File: src/rtl/neogeo_bus_pkg.sv
// Shared types and constants for the 68000 bus initiator.
// State encoding, byte-enable lanes and the default wait-pair limit.
package neogeo_bus_pkg;

    typedef enum logic [3:0] {
        ST_IDLE,
        ST_S0,
        ST_S1,
        ST_S2,
        ST_S3,
        ST_S4,
        ST_SW,
        ST_S5,
        ST_S6,
        ST_S7,
        ST_NULL
    } bus_state_t;

    localparam int BE_UDS = 1;
    localparam int BE_LDS = 0;

    localparam int TIMEOUT_DEFAULT = 16;

endpackage

File: src/rtl/m68k_wait_timer.sv
// Wait-state pair counter for the 68000 bus initiator.
// Samples once per pair so the CPU clock phase is preserved.
module m68k_wait_timer
    import neogeo_bus_pkg::*;
#(
    parameter int TIMEOUT = TIMEOUT_DEFAULT
)
(
    input  logic i_clk,
    input  logic i_rst,
    input  logic i_clr,
    input  logic i_en,
    output logic o_sample,
    output logic o_timeout
);

    localparam logic [7:0] LAST = 8'(TIMEOUT - 1);

    logic       r_phase;
    logic [7:0] r_pairs;

    always_ff @(posedge i_clk) begin
        if (i_rst || i_clr) begin
            r_phase <= 1'b0;
            r_pairs <= 8'd0;
        end else if (i_en) begin
            r_phase <= ~r_phase;
            if (r_phase && (r_pairs != 8'hFF)) begin
                r_pairs <= r_pairs + 8'd1;
            end
        end
    end

    assign o_sample  = i_en & r_phase;
    // Fires on the sample cycle that would complete pair number TIMEOUT.
    assign o_timeout = o_sample & (r_pairs >= LAST);

endmodule

File: src/rtl/m68k_bus_master.sv
// 68000 asynchronous bus initiator driving S0..S7 timing from word commands.
// Stands in for the CPU so cart, memcard and system decode can be exercised.
module m68k_bus_master
    import neogeo_bus_pkg::*;
#(
    parameter int TIMEOUT = TIMEOUT_DEFAULT
)
(
    input  logic        CLK_24M,
    input  logic        RESET,
    input  logic        CMD_VALID,
    output logic        CMD_READY,
    input  logic        CMD_RW,
    input  logic [22:0] CMD_ADDR,
    input  logic [1:0]  CMD_BE,
    input  logic [15:0] CMD_WDATA,
    output logic        RSP_VALID,
    output logic [15:0] RSP_RDATA,
    output logic        RSP_ERR,
    output logic [22:0] M68K_ADDR,
    output logic        M68K_RW,
    output logic        nAS,
    output logic        nUDS,
    output logic        nLDS,
    output logic [15:0] DATA_OUT,
    output logic        DATA_OE,
    input  logic [15:0] DATA_IN,
    input  logic        nDTACK,
    input  logic        nBERR
);

    bus_state_t  r_state;
    bus_state_t  w_next;
    logic        r_rw;
    logic [22:0] r_addr;
    logic [1:0]  r_be;
    logic [15:0] r_wdata;
    logic [15:0] r_rdata;
    logic        r_err;

    logic w_accept;
    logic w_set_err;
    logic w_sample;
    logic w_timeout;
    logic w_as;
    logic w_strb;
    logic w_rwl;
    logic w_oe;

    assign w_accept = CMD_VALID && (r_state == ST_IDLE);

    m68k_wait_timer #(
        .TIMEOUT (TIMEOUT)
    ) u_timer (
        .i_clk     (CLK_24M),
        .i_rst     (RESET),
        .i_clr     (r_state == ST_S4),
        .i_en      (r_state == ST_SW),
        .o_sample  (w_sample),
        .o_timeout (w_timeout)
    );

    always_ff @(posedge CLK_24M) begin
        if (RESET) begin
            r_state <= ST_IDLE;
            r_rw    <= 1'b1;
            r_addr  <= 23'd0;
            r_be    <= 2'b00;
            r_wdata <= 16'd0;
            r_rdata <= 16'd0;
            r_err   <= 1'b0;
        end else begin
            r_state <= w_next;
            if (w_accept) begin
                r_rw    <= CMD_RW;
                r_addr  <= CMD_ADDR;
                r_be    <= CMD_BE;
                r_wdata <= CMD_WDATA;
                r_err   <= 1'b0;
            end else if (w_set_err) begin
                r_err <= 1'b1;
            end
            if (r_state == ST_S6) begin
                r_rdata <= (r_rw && !r_err) ? DATA_IN : 16'd0;
            end else if (r_state == ST_NULL) begin
                r_rdata <= 16'd0;
            end
        end
    end

    always_comb begin
        w_next    = r_state;
        w_set_err = 1'b0;
        unique case (r_state)
            ST_IDLE: begin
                if (CMD_VALID) begin
                    w_next = (CMD_BE == 2'b00) ? ST_NULL : ST_S0;
                end
            end
            ST_S0: w_next = ST_S1;
            ST_S1: w_next = ST_S2;
            ST_S2: w_next = ST_S3;
            ST_S3: w_next = ST_S4;
            ST_S4: begin
                if (!nBERR) begin
                    w_set_err = 1'b1;
                    w_next    = ST_S5;
                end else if (!nDTACK) begin
                    w_next = ST_S5;
                end else begin
                    w_next = ST_SW;
                end
            end
            ST_SW: begin
                if (w_sample) begin
                    if (!nBERR) begin
                        w_set_err = 1'b1;
                        w_next    = ST_S5;
                    end else if (!nDTACK) begin
                        w_next = ST_S5;
                    end else if (w_timeout) begin
                        w_set_err = 1'b1;
                        w_next    = ST_S5;
                    end
                end
            end
            ST_S5:   w_next = ST_S6;
            ST_S6:   w_next = ST_S7;
            ST_S7:   w_next = ST_IDLE;
            ST_NULL: w_next = ST_IDLE;
            default: w_next = ST_IDLE;
        endcase
    end

    // Reads raise strobes with nAS; writes wait until data is on the bus.
    always_comb begin
        w_as   = 1'b0;
        w_strb = 1'b0;
        w_rwl  = 1'b0;
        w_oe   = 1'b0;
        unique case (r_state)
            ST_S2: begin
                w_as   = 1'b1;
                w_rwl  = 1'b1;
                w_strb = r_rw;
            end
            ST_S3: begin
                w_as   = 1'b1;
                w_rwl  = 1'b1;
                w_strb = r_rw;
                w_oe   = 1'b1;
            end
            ST_S4, ST_SW, ST_S5, ST_S6: begin
                w_as   = 1'b1;
                w_rwl  = 1'b1;
                w_strb = 1'b1;
                w_oe   = 1'b1;
            end
            ST_S7: begin
                w_rwl = 1'b1;
                w_oe  = 1'b1;
            end
            default: begin
                w_as = 1'b0;
            end
        endcase
    end

    assign CMD_READY = (r_state == ST_IDLE);
    assign RSP_VALID = (r_state == ST_S7) || (r_state == ST_NULL);
    assign RSP_ERR   = (r_state == ST_NULL) || ((r_state == ST_S7) && r_err);
    assign RSP_RDATA = r_rdata;

    assign M68K_ADDR = r_addr;
    assign M68K_RW   = ~(w_rwl & ~r_rw);
    assign nAS       = ~w_as;
    assign nUDS      = ~(w_strb & r_be[BE_UDS]);
    assign nLDS      = ~(w_strb & r_be[BE_LDS]);
    assign DATA_OE   = w_oe & ~r_rw;
    assign DATA_OUT  = DATA_OE ? r_wdata : 16'd0;

endmodule
File: config.mk
export PLATFORM = sky130hd
export DESIGN_NAME = m68k_bus_master
export DESIGN_NICKNAME = d
export VERILOG_FILES = /design/src/rtl/neogeo_bus_pkg.sv /design/src/rtl/m68k_wait_timer.sv /design/src/rtl/m68k_bus_master.sv
export SDC_FILE = /design/constraint.sdc
export NUM_CORES = 1
export LEC_CHECK = 0
export ABC_AREA = 1
export CORE_MARGIN = 2
export CORE_UTILIZATION = 45
export DETAILED_ROUTE_END_ITERATION = 10
export PLACE_DENSITY = 0.84
export SYNTH_ARGS = -nofsm -noshare
export SYNTH_HDL_FRONTEND = slang
export SYNTH_HIERARCHICAL = 1
export SYNTH_SLANG_ARGS = --single-unit
export TNS_END_PERCENT = 1
File: constraint.sdc
create_clock -name CLK_24M -period 3.5 [get_ports CLK_24M]
set_input_delay 0.35 -clock CLK_24M [delete_from_list [all_inputs] [get_ports CLK_24M]]
set_output_delay 0.35 -clock CLK_24M [all_outputs]
set_load 0.03 [all_outputs]
==> summary.txt <==
status -> finished, final reports clean
CP endpoint kind -> output pin
DRT iter0 DRCs -> 118
total of warnings raised by yosys -> 6
drt drc -> 0
CTS tree -> built
n_diodes -> 0
clock sinks -> 72
Via density -> 4.84
# IOs -> 126
Hold-fix buffers, CTS -> 0
Synth Instances -> 430
count leader, synth -> nor2_1
Startpoint Class -> flop
Post-synth EDFFs -> 0
Worst path slowest cell -> clkdlybuf4s50_1
Die X -> 86.4 um
CTS root buf -> clkbuf_8
Synth cell types -> 27
async set or reset register ratio after synthesis -> 0%
Max Cap Viol -> 0
final clock skew -> 0.00784 ns
Avg WL per Cell -> 11.9 um
Num CTS Buffers -> 9
layout cells sized above 1 -> 5.95%
crit-path max FO -> 17
area grow syn2layout -> 48.9%
# H-tree levels -> 3
flops & latches, synth -> 72
CTS resizes -> 0
DR pass1 iterations -> 4
CP Cell Sequence -> inv_2 > nor2_4 > nand2_1 > nand2_1 > nand2_1 > nor2_1 > clkdlybuf4s50_1
Die H -> 86.4 um
LEAKAGE -> 1.83 nW
CTS clk-pin slew, worst paths -> 0.07 ns
register area share after synthesis -> 47.2%
mean post-synth cell area -> 7.10 um^2
RSZ-0062 raised after global routing -> false
GP Congestion -> 0.910
critical hold path startpoint -> r_wdata[1]
worst slew pin tran -> 1.02 ns
Peak supply drop -> 0.490 mV
Initial Utilization -> 45.7%
largest net degree at the start of global routing -> 59
gr usage total -> 21.0%
Worst Setup Path Type -> reg2out
relative slew slack -> 31.7%
Crit path max-delay family -> simple AND/OR/NAND/NOR gates
DP Area -> 4310 um^2
Synthesized Nets -> 494
Peak Freq -> 370 MHz
number of global-route vias before repair -> 2,957
setup bufs post-CTS -> 0
drt total wl -> 7580 um
Mapped Area -> 3050 um^2
Core Area -> 6680 um^2
crit path from -> r_state[3]
via count -> 3,071
Filler cells -> 549
PwrDens -> 677 nW/um^2
Synth area leaders -> dfxtp_1 47%, nor2_1 12%, nand2_1 10%
power consumption -> 3.08 mW
grt total ovfl -> 0
worst skew pair latency -> 0.34 ns
Yosys top cell by area -> dfxtp_1
fin crit period -> 2.71 ns
commonest cells in the netlist -> 97 x nor2_1, 84 x nand2_1, 72 x dfxtp_1
row count -> 30
crit path DAT -> 2.36 ns
Detail Route Antenna Nets -> 0
final hold vios -> 0
Setup violations, final -> 0
critical path required time -> 3.15 ns
Max clock buf depth -> 2
max-slew violations -> 0
Final Cell Area -> 4540 um^2
final setup TNS -> 0 ns
Post-synth top flop -> dfxtp_1
first-pass GRT wire length -> 12,600 um
HPWL after DPL -> 5420 um
IO Port Bufs -> 125
worst path buffer plus inverter count -> 2
worst min-delay path class -> reg2reg
Crit path top cell by count -> nand2_1
Tcrit/Tclk final -> 77.3%
Die ar. -> 7460 um^2
worst r2r src -> r_state[1]
initial antenna violation count -> 0
post-synth top area share -> 47.2%
Crit path largest cell delay -> 0.71 ns
Nets -> 614
==> stage by stage <==
stage / cells / setup slack, ns / util [%] / hold slack, ns
2_1_floorplan: 430 / 1.76 / - / 0.430
3_3_place_gp: 619 / 1.29 / 64.5 / 0.442
3_5_place_dp: 619 / 1.15 / 64.5 / 0.448
4_1_cts: 635 / 0.772 / 68.0 / 0.460
5_1_grt: 635 / 0.645 / 68.0 / 0.481
6_report: 635 / 0.795 / 68.0 / 0.456
==> per-layer routing <==
metal  vias to the layer above  track usage, %  routed length [um]
li1                       1587               -                   -
met1                      1376            23.7                3140
met2                        99            35.7                3660
met3                         9            8.57                 664
met4                         0            7.39                 116
met5                         -               0                   0
==> cell families (layout without fill, tap and decap cells) <==
group	Yosys count	in the layout	share of synthesized area, %
compound gates	90	90	14.8
fa+ha+maj	1	1	0.410
simple gates	207	207	28.6
xor+xnor	2	2	0.574
buf+inv	58	183	8.36
flops	72	72	47.2
==> placed cells by master, fill, tap and decap left out, drive strengths merged, types with 7 or more instances in the layout <==
cell | netlist | final
o21ai | 52 | 52
clkdlybuf4s50 | 0 | 125
nand3 | 7 | 7
a21oi | 37 | 37
nand2 | 91 | 91
dfxtp | 72 | 72
nor2 | 104 | 104
inv | 41 | 41
clkbuf | 5 | 12
==> registers in the layout, summed over array words and instances (netlist names) <==
name and cells:
M68K_ADDR 23, RSP_RDATA 16, r_be 2, r_err 1, r_rw 1, r_state 4
r_wdata 16, u_timer/r_pairs 8, u_timer/r_phase 1
==> report_power, final <==
part | internal, mW | leakage [nW] | switching (mW)
logic | 0.446 | 1.13 | 0.766
clock network | 0.442 | 0.113 | 0.305
registers | 1.02 | 0.590 | 0.0987
==> cell type report <==
cell class                 instances  area, um^2  share of cell area (%)
sequential                        72        1440                    31.7
clock buffer                      12         155                    3.42
clock inverter                     4        76.3                    1.68
multi-input combinational        300        1360                    29.8
timing repair buffer             126        1260                    27.7
inverter                          41         156                    3.44
tap                               80         100                    2.20
==> path summary, 6_finish.rpt <==
path                                     to  slack, ns  depth (start not counted)
worst min-delay path             r_wdata[1]       0.46                          2
worst min register to register   r_wdata[1]       0.46                          2
worst max register to register  r_wdata[14]       1.57                          6
worst max-delay path            DATA_OUT[7]       0.79                          7
==> tightest hold or removal path, delay by kind of cell, from the launching register on <==
kind                   cells  cell delay, ns
buffers and inverters      1            0.06
AOI/OAI and AO/OA          1            0.05
DFF                        1            0.30
No activity file was read; power rests on OpenSTA's default activity.
